===== config.mk =====
export PLATFORM = sky130hd
export DESIGN_NAME = uart_tx_drain_flat
export DESIGN_NICKNAME = d
export VERILOG_FILES = /design/src/rtl/uart_tx_drain_if.sv /design/src/rtl/uart_tx_drain.sv /design/src/flat_wrapper.sv
export SDC_FILE = /design/constraint.sdc
export NUM_CORES = 1
export LEC_CHECK = 0
export CORE_ASPECT_RATIO = 0.75
export CORE_MARGIN = 2
export CORE_UTILIZATION = 59
export DETAILED_ROUTE_END_ITERATION = 12
export PLACE_DENSITY = 0.82
export SYNTH_ARGS = -nofsm -noshare
export SYNTH_HDL_FRONTEND = slang
export SYNTH_SLANG_ARGS = --single-unit

===== constraint.sdc =====
create_clock -name clk -period 3.75 [get_ports clk]
set_clock_uncertainty 0.15 [all_clocks]
set_input_delay 0.5625 -clock clk [delete_from_list [all_inputs] [get_ports clk]]
set_output_delay 0.5625 -clock clk [all_outputs]
set_load 0.01 [all_outputs]

===== src/rtl/uart_tx_drain_if.sv =====
// FIFO-to-transmitter pop interface for the UART drain.
// Handshake: fifo_not_empty is the valid, fifo_dout is the show-ahead head word,
// and fifo_rd is a one-cycle pop strobe that only ever rises while fifo_not_empty=1.
interface uart_tx_drain_if #(
    parameter int DATA_WIDTH = 8
);
    logic                  fifo_not_empty;
    logic [DATA_WIDTH-1:0] fifo_dout;
    logic                  fifo_rd;

    modport master (
        output fifo_not_empty,
        output fifo_dout,
        input  fifo_rd
    );

    modport slave (
        input  fifo_not_empty,
        input  fifo_dout,
        output fifo_rd
    );
endinterface


===== src/rtl/uart_tx_drain.sv =====
// UART transmitter that pops words from a show-ahead FIFO and serialises them
// as start, LSB-first data, optional even parity and one or two stop bits.
module uart_tx_drain #(
    parameter int DATA_WIDTH = 8,
    parameter int CLK_DIV    = 868,
    parameter int DIV_WIDTH  = 16,
    parameter int PARITY_EN  = 0,
    parameter int STOP_BITS  = 1
) (
    input  logic                clk,
    input  logic                rst,
    input  logic                enable,
    uart_tx_drain_if.slave      fifo,
    output logic                tx,
    output logic                busy,
    output logic [2:0]          fsm_state
);
    typedef enum logic [2:0] {
        IDLE   = 3'd0,
        START  = 3'd1,
        DATA   = 3'd2,
        PARITY = 3'd3,
        STOP   = 3'd4
    } state_t;

    localparam int BIT_W = $clog2(DATA_WIDTH + 1);
    localparam logic [DIV_WIDTH-1:0] TICK_AT   = DIV_WIDTH'(CLK_DIV - 1);
    localparam logic [BIT_W-1:0]     LAST_BIT  = BIT_W'(DATA_WIDTH - 1);
    localparam logic                 LAST_STOP = 1'(STOP_BITS - 1);

    state_t                state;
    state_t                state_next;
    logic [DIV_WIDTH-1:0]  baud_cnt;
    logic [BIT_W-1:0]      bit_cnt;
    logic [DATA_WIDTH-1:0] shift;
    logic [DATA_WIDTH-1:0] shift_next;
    logic                  par_bit;
    logic                  par_next;
    logic                  stop_cnt;
    logic                  tick;
    logic                  last_stop;
    logic                  pop;
    logic                  tx_next;

    assign tick      = (baud_cnt == TICK_AT);
    assign last_stop = (state == STOP) && tick && (stop_cnt == LAST_STOP);
    // Popping on the final stop tick lets the next start bit follow with no idle gap.
    assign pop       = !rst && enable && fifo.fifo_not_empty && ((state == IDLE) || last_stop);

    assign fifo.fifo_rd = pop;
    assign busy         = (state != IDLE);
    assign fsm_state    = state;

    always_comb begin
        state_next = state;
        shift_next = shift;
        par_next   = par_bit;
        tx_next    = 1'b1;
        if (pop) begin
            shift_next = fifo.fifo_dout;
            par_next   = ^fifo.fifo_dout;
        end
        case (state)
            IDLE:   if (pop) state_next = START;
            START:  if (tick) state_next = DATA;
            DATA: begin
                if (tick) begin
                    shift_next = shift >> 1;
                    if (bit_cnt == LAST_BIT) begin
                        state_next = (PARITY_EN != 0) ? PARITY : STOP;
                    end
                end
            end
            PARITY: if (tick) state_next = STOP;
            STOP:   if (last_stop) state_next = pop ? START : IDLE;
            default: state_next = IDLE;
        endcase
        // tx is registered, so it is computed from the state being entered.
        case (state_next)
            START:   tx_next = 1'b0;
            DATA:    tx_next = shift_next[0];
            PARITY:  tx_next = par_next;
            default: tx_next = 1'b1;
        endcase
    end

    always_ff @(posedge clk) begin
        if (rst) begin
            state    <= IDLE;
            baud_cnt <= '0;
            bit_cnt  <= '0;
            shift    <= '0;
            par_bit  <= 1'b0;
            stop_cnt <= 1'b0;
            tx       <= 1'b1;
        end else begin
            state   <= state_next;
            shift   <= shift_next;
            par_bit <= par_next;
            tx      <= tx_next;
            if ((state == IDLE) || tick) begin
                baud_cnt <= '0;
            end else begin
                baud_cnt <= baud_cnt + DIV_WIDTH'(1);
            end
            if (state == START) begin
                bit_cnt <= '0;
            end else if ((state == DATA) && tick) begin
                bit_cnt <= bit_cnt + BIT_W'(1);
            end
            if ((state == STOP) && tick) begin
                stop_cnt <= last_stop ? 1'b0 : ~stop_cnt;
            end
        end
    end
endmodule


===== src/flat_wrapper.sv =====
// flat-port wrapper written by rule: the top's interface ports become plain ports
module uart_tx_drain_flat 
#(
    parameter int DATA_WIDTH = 8,
    parameter int CLK_DIV    = 868,
    parameter int DIV_WIDTH  = 16,
    parameter int PARITY_EN  = 0,
    parameter int STOP_BITS  = 1
)
  (clk, rst, enable, tx, busy, fsm_state, fifo_fifo_not_empty, fifo_fifo_dout, fifo_fifo_rd);
  uart_tx_drain_if #(.DATA_WIDTH(DATA_WIDTH)) fifo_i ();
  input  logic clk;
  input  logic rst;
  input  logic enable;
  output logic tx;
  output logic busy;
  output logic [2:0] fsm_state;
  input wire logic [$bits(fifo_i.fifo_not_empty)-1:0] fifo_fifo_not_empty;
  input wire logic [$bits(fifo_i.fifo_dout)-1:0] fifo_fifo_dout;
  output wire logic [$bits(fifo_i.fifo_rd)-1:0] fifo_fifo_rd;
  assign fifo_i.fifo_not_empty = fifo_fifo_not_empty;
  assign fifo_i.fifo_dout = fifo_fifo_dout;
  assign fifo_fifo_rd = fifo_i.fifo_rd;
  uart_tx_drain #(.DATA_WIDTH(DATA_WIDTH), .CLK_DIV(CLK_DIV), .DIV_WIDTH(DIV_WIDTH), .PARITY_EN(PARITY_EN), .STOP_BITS(STOP_BITS)) u_core (.clk(clk), .rst(rst), .enable(enable), .fifo(fifo_i), .tx(tx), .busy(busy), .fsm_state(fsm_state));
endmodule

* After elaboration in Yosys (flattened, before gate mapping)
Cells that the tools add are included.
** Storage, ports and cells
- Bits of input ports :: 12
- Flip-flop bits (word level) :: 34
** Cells by class
- Equality and inequality tests :: 9
- Mux-type cells :: 14
- Bitwise operators :: 1
- Add/subtract/negate cells :: 2
- Reduce and logical (&&, ||, !) cells :: 14
** Operators by type and width (count)
- two-way mux 8 bit :: 3
- two-way mux 3 bit :: 6
- adder 16 x 1 -> 16 bit, second input constant :: 1
- == test 16 x 10 -> 1 bit, second input constant :: 1
- case mux 3 bit (5 select lines) :: 1
- == test 3 x 2 -> 1 bit, second input constant :: 4
- XOR reduction 8 bit :: 1
- == test 3 x 1 -> 1 bit, second input constant :: 2
- logical AND 1 bit :: 6
- adder 4 x 1 -> 4 bit, second input constant :: 1
- == test 4 x 3 -> 1 bit, second input constant :: 1
- OR reduction 2 bit :: 2
- == test 3 bit, second input constant :: 1
- zero test 3 bit :: 1
- two-way mux 1 bit :: 3
- case mux 1 bit (3 select lines) :: 1
- nonzero test 3 bit :: 1
- logical OR 1 bit :: 2
- zero test 1 bit :: 1
- NOT 1 bit :: 1

* Longest topological paths before layout
- Depth after elaboration :: 10
- Depth in mapped cells :: 9

* Worst setup path after synthesis
Ideal clock, no wire load.
- Path kind :: reg2reg
- Start :: register u_core.baud_cnt[0]
- End :: register u_core.tx
- Arrival time :: 1.855 ns
- Data required time :: 3.484 ns
- Clock period less this slack :: 2.120 ns
- Slack :: 1.630 ns
- Cell stages (with the launch flop) :: 9
- Cells stage by stage :: dfxtp_1 ha_1 and4_1 nand3_2 or4_4 buf_6 nor2_4 nand2_1 a31o_1
** On the way
- Word-level cells in the longest chain between the ends :: 10
- Elaborated cells on any way between the ends :: 20
** RTL lines
- start: declaration :: RTL line uart_tx_drain.sv:33 : logic [DIV_WIDTH-1:0] baud_cnt;
- start signal: assignment :: RTL line uart_tx_drain.sv:104 : baud_cnt <= baud_cnt + DIV_WIDTH'(1);
- == test 16 x 10 -> 1 bit (*) :: RTL line uart_tx_drain.sv:45 : assign tick = (baud_cnt == TICK_AT);
- logical AND 1 bit (2 in a row) :: RTL line uart_tx_drain.sv:46 : assign last_stop = (state == STOP) && tick && (stop_cnt == LAST_STOP);
- logical OR 1 bit :: RTL line uart_tx_drain.sv:48 : assign pop = !rst && enable && fifo.fifo_not_empty && ((state == IDLE) || last_stop);
- logical AND 1 bit :: RTL line uart_tx_drain.sv:48
- two-way mux 1 bit :: RTL line uart_tx_drain.sv:75 : STOP: if (last_stop) state_next = pop ? START : IDLE;
- two-way mux 3 bit :: RTL line uart_tx_drain.sv:75
- case mux 3 bit (5 select lines) :: RTL line uart_tx_drain.sv:63 : case (state)
- == test 3 x 2 -> 1 bit / == test 3 x 1 -> 1 bit (equally long branches) :: RTL line uart_tx_drain.sv:79 : case (state_next)
- case mux 1 bit (3 select lines) (*) :: RTL line uart_tx_drain.sv:79
- end signal: assignment :: RTL line uart_tx_drain.sv:100 : tx <= tx_next;
- end: declaration :: RTL line uart_tx_drain.sv:14 : output logic tx,
Every way passes the cells marked *; elsewhere a longest branch is shown, timed or not.
A chain may end at the register's enable or synchronous reset.

* Final worst setup path
- Start :: register u_core.baud_cnt[0]
- End :: output fifo_fifo_rd
** On the way
- Word-level cells in the longest chain between the ends :: 5
** RTL lines
- == test 16 x 10 -> 1 bit :: RTL line uart_tx_drain.sv:45
- logical AND 1 bit (2 in a row) :: RTL line uart_tx_drain.sv:46
- logical OR 1 bit :: RTL line uart_tx_drain.sv:48
- logical AND 1 bit :: RTL line uart_tx_drain.sv:48
- end: declaration :: RTL line flat_wrapper.sv:20 : output wire logic [$bits(fifo_i.fifo_rd)-1:0] fifo_fifo_rd;
No other way between the ends.

==> results.md <==
- Antenna cells: 0
- Synth cell count leaders: dfxtp_1, nor2_1, xnor2_1
- Area contributors post-synth: dfxtp_1, xnor2_1, nor2_1, mux2i_1, a211oi_2
- Initial Utilization: a little over three fifths
- Cell Chain, Critical Path: ha_1, and4_1, nand4_1, a21o_1, inv_2, clkdlybuf4s50_1
- CTS clk-pin slew, worst paths: 70 ps
- Pre-Repair DR Iteration Count: 4
- Fin area: approximately 0.0019 mm2
- CP max stage delay: between 500 and 600 ps
- Layout Utilization: ~73%
- H-tree depth: 2
- Worst slew margin: between 50% and 60%
- Final total power: 707 uW
- DRC: 0
- Antenna violations before repair: 0
- RSZ-0062 raised after global routing: no
- Worst setup margin: between 600 and 700 ps
- Power per cell area: 366 mW/mm2
- Static leakage: ~0.75 nW
- Post-synth top area cell: dfxtp_1
- Ports: 18
- GR Overflow Total: 0
- Maximum capacitance violations: 0
- Critical path type: register to output port
- HP Start: u_core.baud_cnt[0]
- Pin count of the biggest net entering global routing: 17
- Site Rows: 16
- Syn_nets: slightly below 200
- Placed cell count: ~230
- DR vias/cell: 5.54
- Post-DP HPWL: about 2.2 mm
- Die area: approximately 0.0032 mm2
- Mapped Area: roughly 0.0017 mm2
- Total Routed Length: ~3.2 mm
- Maximum clock path buffer count: 2
- Setup Viol. Count Final: 0
- Setup TNS: 0 ps
- Main synth FF type: dfxtp_1
- Area grow syn2layout: 16.7%
- Actual slew at the worst max-slew pin: 616 ps
- Setup crit start: u_core.baud_cnt[0]
- Crit-path max FO: 9
- Pre-CTS WS: between 700 and 800 ps
- Die Ht: 49.9 um
- Total Routing Usage GR: a little over a fifth
- Final worst-path cycle share: approximately four fifths
- Post-synth top area share: 41.1%
- CTS tree: done
- Worst ir drop on vdd: 0.219 mV
- Final hold vios: 0
- Core box area: 0.00264 mm2
- Worst Path Arrival: 2360 ps
- CP endpoint kind: output port
- Slowest stage cell, crit path: clkdlybuf4s50_1
- Share of cells above drive strength 1: between 10% and 20%
- Status: finished clean
- Postcts setup bufs: 0
- WP data required: about 3000 ps
- Post-Layout Cell Count: between 200 and 250
- Synthesis warning total: 0
- Post-synth EDFFs: 0
- Clk root buf: clkbuf_8
- Fill cells: 200
- Post-Syn Instances: 180
- Total number of vias: around 1.3k
- Final slew viol count: 0
- Number of global-route vias before repair: ~1.2k
- Routed wire per std cell: around 13 um
- CP bufs+invs: 2
- Critical R2R Launch: u_core.baud_cnt[0]
- Post-DP Area: between 0.0015 and 0.002 mm2
- Port-buffer cells: 17
- Seq cells post-synth: 34
- DRT iter0 DRCs: about 160
- Fmax: around 330 MHz
- Die X-Extent: roughly 65 um
- Tightest Hold Check Type: register to register
- Worst skew pair latency: 280 ps
- Total CTS buffers: 5
- Clock Sinks: 34
- Worst R2R Setup Slack: roughly 1400 ps
- Minimum clock period: 3070 ps
- Cell family with most CP delay: buffers and inverters
- Sequential area share after synthesis: 41.1%
- Hold WS: approximately 330 ps
- Final layout net count: 214
- Synthesized area per cell: about 9.2 um2
- First-pass GRT wire length: ~5.4 mm
- Post-synth ARST share: 0%
- Post-route ant nets: 0
- Resize count post-CTS: 0
- RD Place Congestion: roughly 0.85
- Hold Buf Count CTS: 0
- Distinct cells, synth: 36
- Nature of the critical path startpoint: register
## final timing paths
check,end,cells after the start
setup reg to reg,u_core.tx,7
hold reg to reg,u_core.baud_cnt[0],1
hold / removal,u_core.baud_cnt[0],1
setup / recovery,fifo_fifo_rd,6
## sequential cells by signal, indices dropped and copies added, names as in the netlist
register	flops
u_core.baud_cnt	16
u_core.shift	8
u_core.bit_cnt	4
u_core.fsm_state	3
u_core.par_bit	1
u_core.stop_cnt	1
u_core.tx	1
## power by group
| part | total, mW | internal, mW | leakage [nW] | switching (mW) |
|---|---|---|---|---|
| Sequential | 0.370 | 0.366 | 0.275 | 0.00360 |
| Clock | 0.279 | 0.148 | 0.0482 | 0.131 |
| Combinational | 0.0578 | 0.0319 | 0.428 | 0.0260 |
| Total | 0.707 | 0.546 | 0.751 | 0.161 |
## layer usage
layer	global-route usage [%]	routed length, um	vias to the layer above
li1	-	-	656
met1	30.3	1590	609
met2	31.8	1380	41
met5	0	0	-
met4	7.99	46	0
met3	6.16	159	7
## layout by cell type (no fill, tap or decap), types with 2 or more instances in the layout
cell,Yosys,final
and3_1,6,6
nor4_1,3,3
clkdlybuf4s50_1,0,17
nand2_1,15,15
nand3_1,7,7
inv_1,4,4
a21oi_1,2,2
a211oi_2,7,7
xor2_1,8,8
xnor2_1,16,16
clkbuf_8,0,6
nand4_1,4,4
nor3_1,5,5
ha_1,2,2
mux2i_1,9,9
dfxtp_1,34,34
nor2_1,34,34
and2_1,2,2
## area by class of cell
cell class	instances	area, um2	area share, %
Clock buffer	7	86.3	4.47
Sequential cell	34	681	35.2
Clock inverter	1	5.00	0.259
Timing Repair Buffer	18	178	9.20
Inverter	5	18.8	0.972
Multi-Input combinational cell	136	918	47.5
Tap cell	36	45.0	2.33
## cell families (layout without fill, tap and decap cells)
| family | count (synthesis) | in the layout | synth area share (%) |
|---|---|---|---|
| buffers and inverters | 10 | 31 | 3.40 |
| AND/OR/NAND/NOR | 85 | 85 | 26.3 |
| XOR/XNOR | 24 | 24 | 12.7 |
| AO/OA/AOI/OAI | 16 | 16 | 9.52 |
| flip-flops | 34 | 34 | 41.1 |
| adder cells (fa/ha/maj) | 2 | 2 | 1.51 |
| multiplexers | 9 | 9 | 5.44 |
## worst reg2reg max path: stages, from the launching register on
cell,delay (ps)
dfxtp_1,370
ha_1,260
and4_1,280
nand3_2,90
or4_4,670
nor2_4,160
nand2_1,70
a31o_1,210
Note: power is estimated with default switching activity, not from simulation.
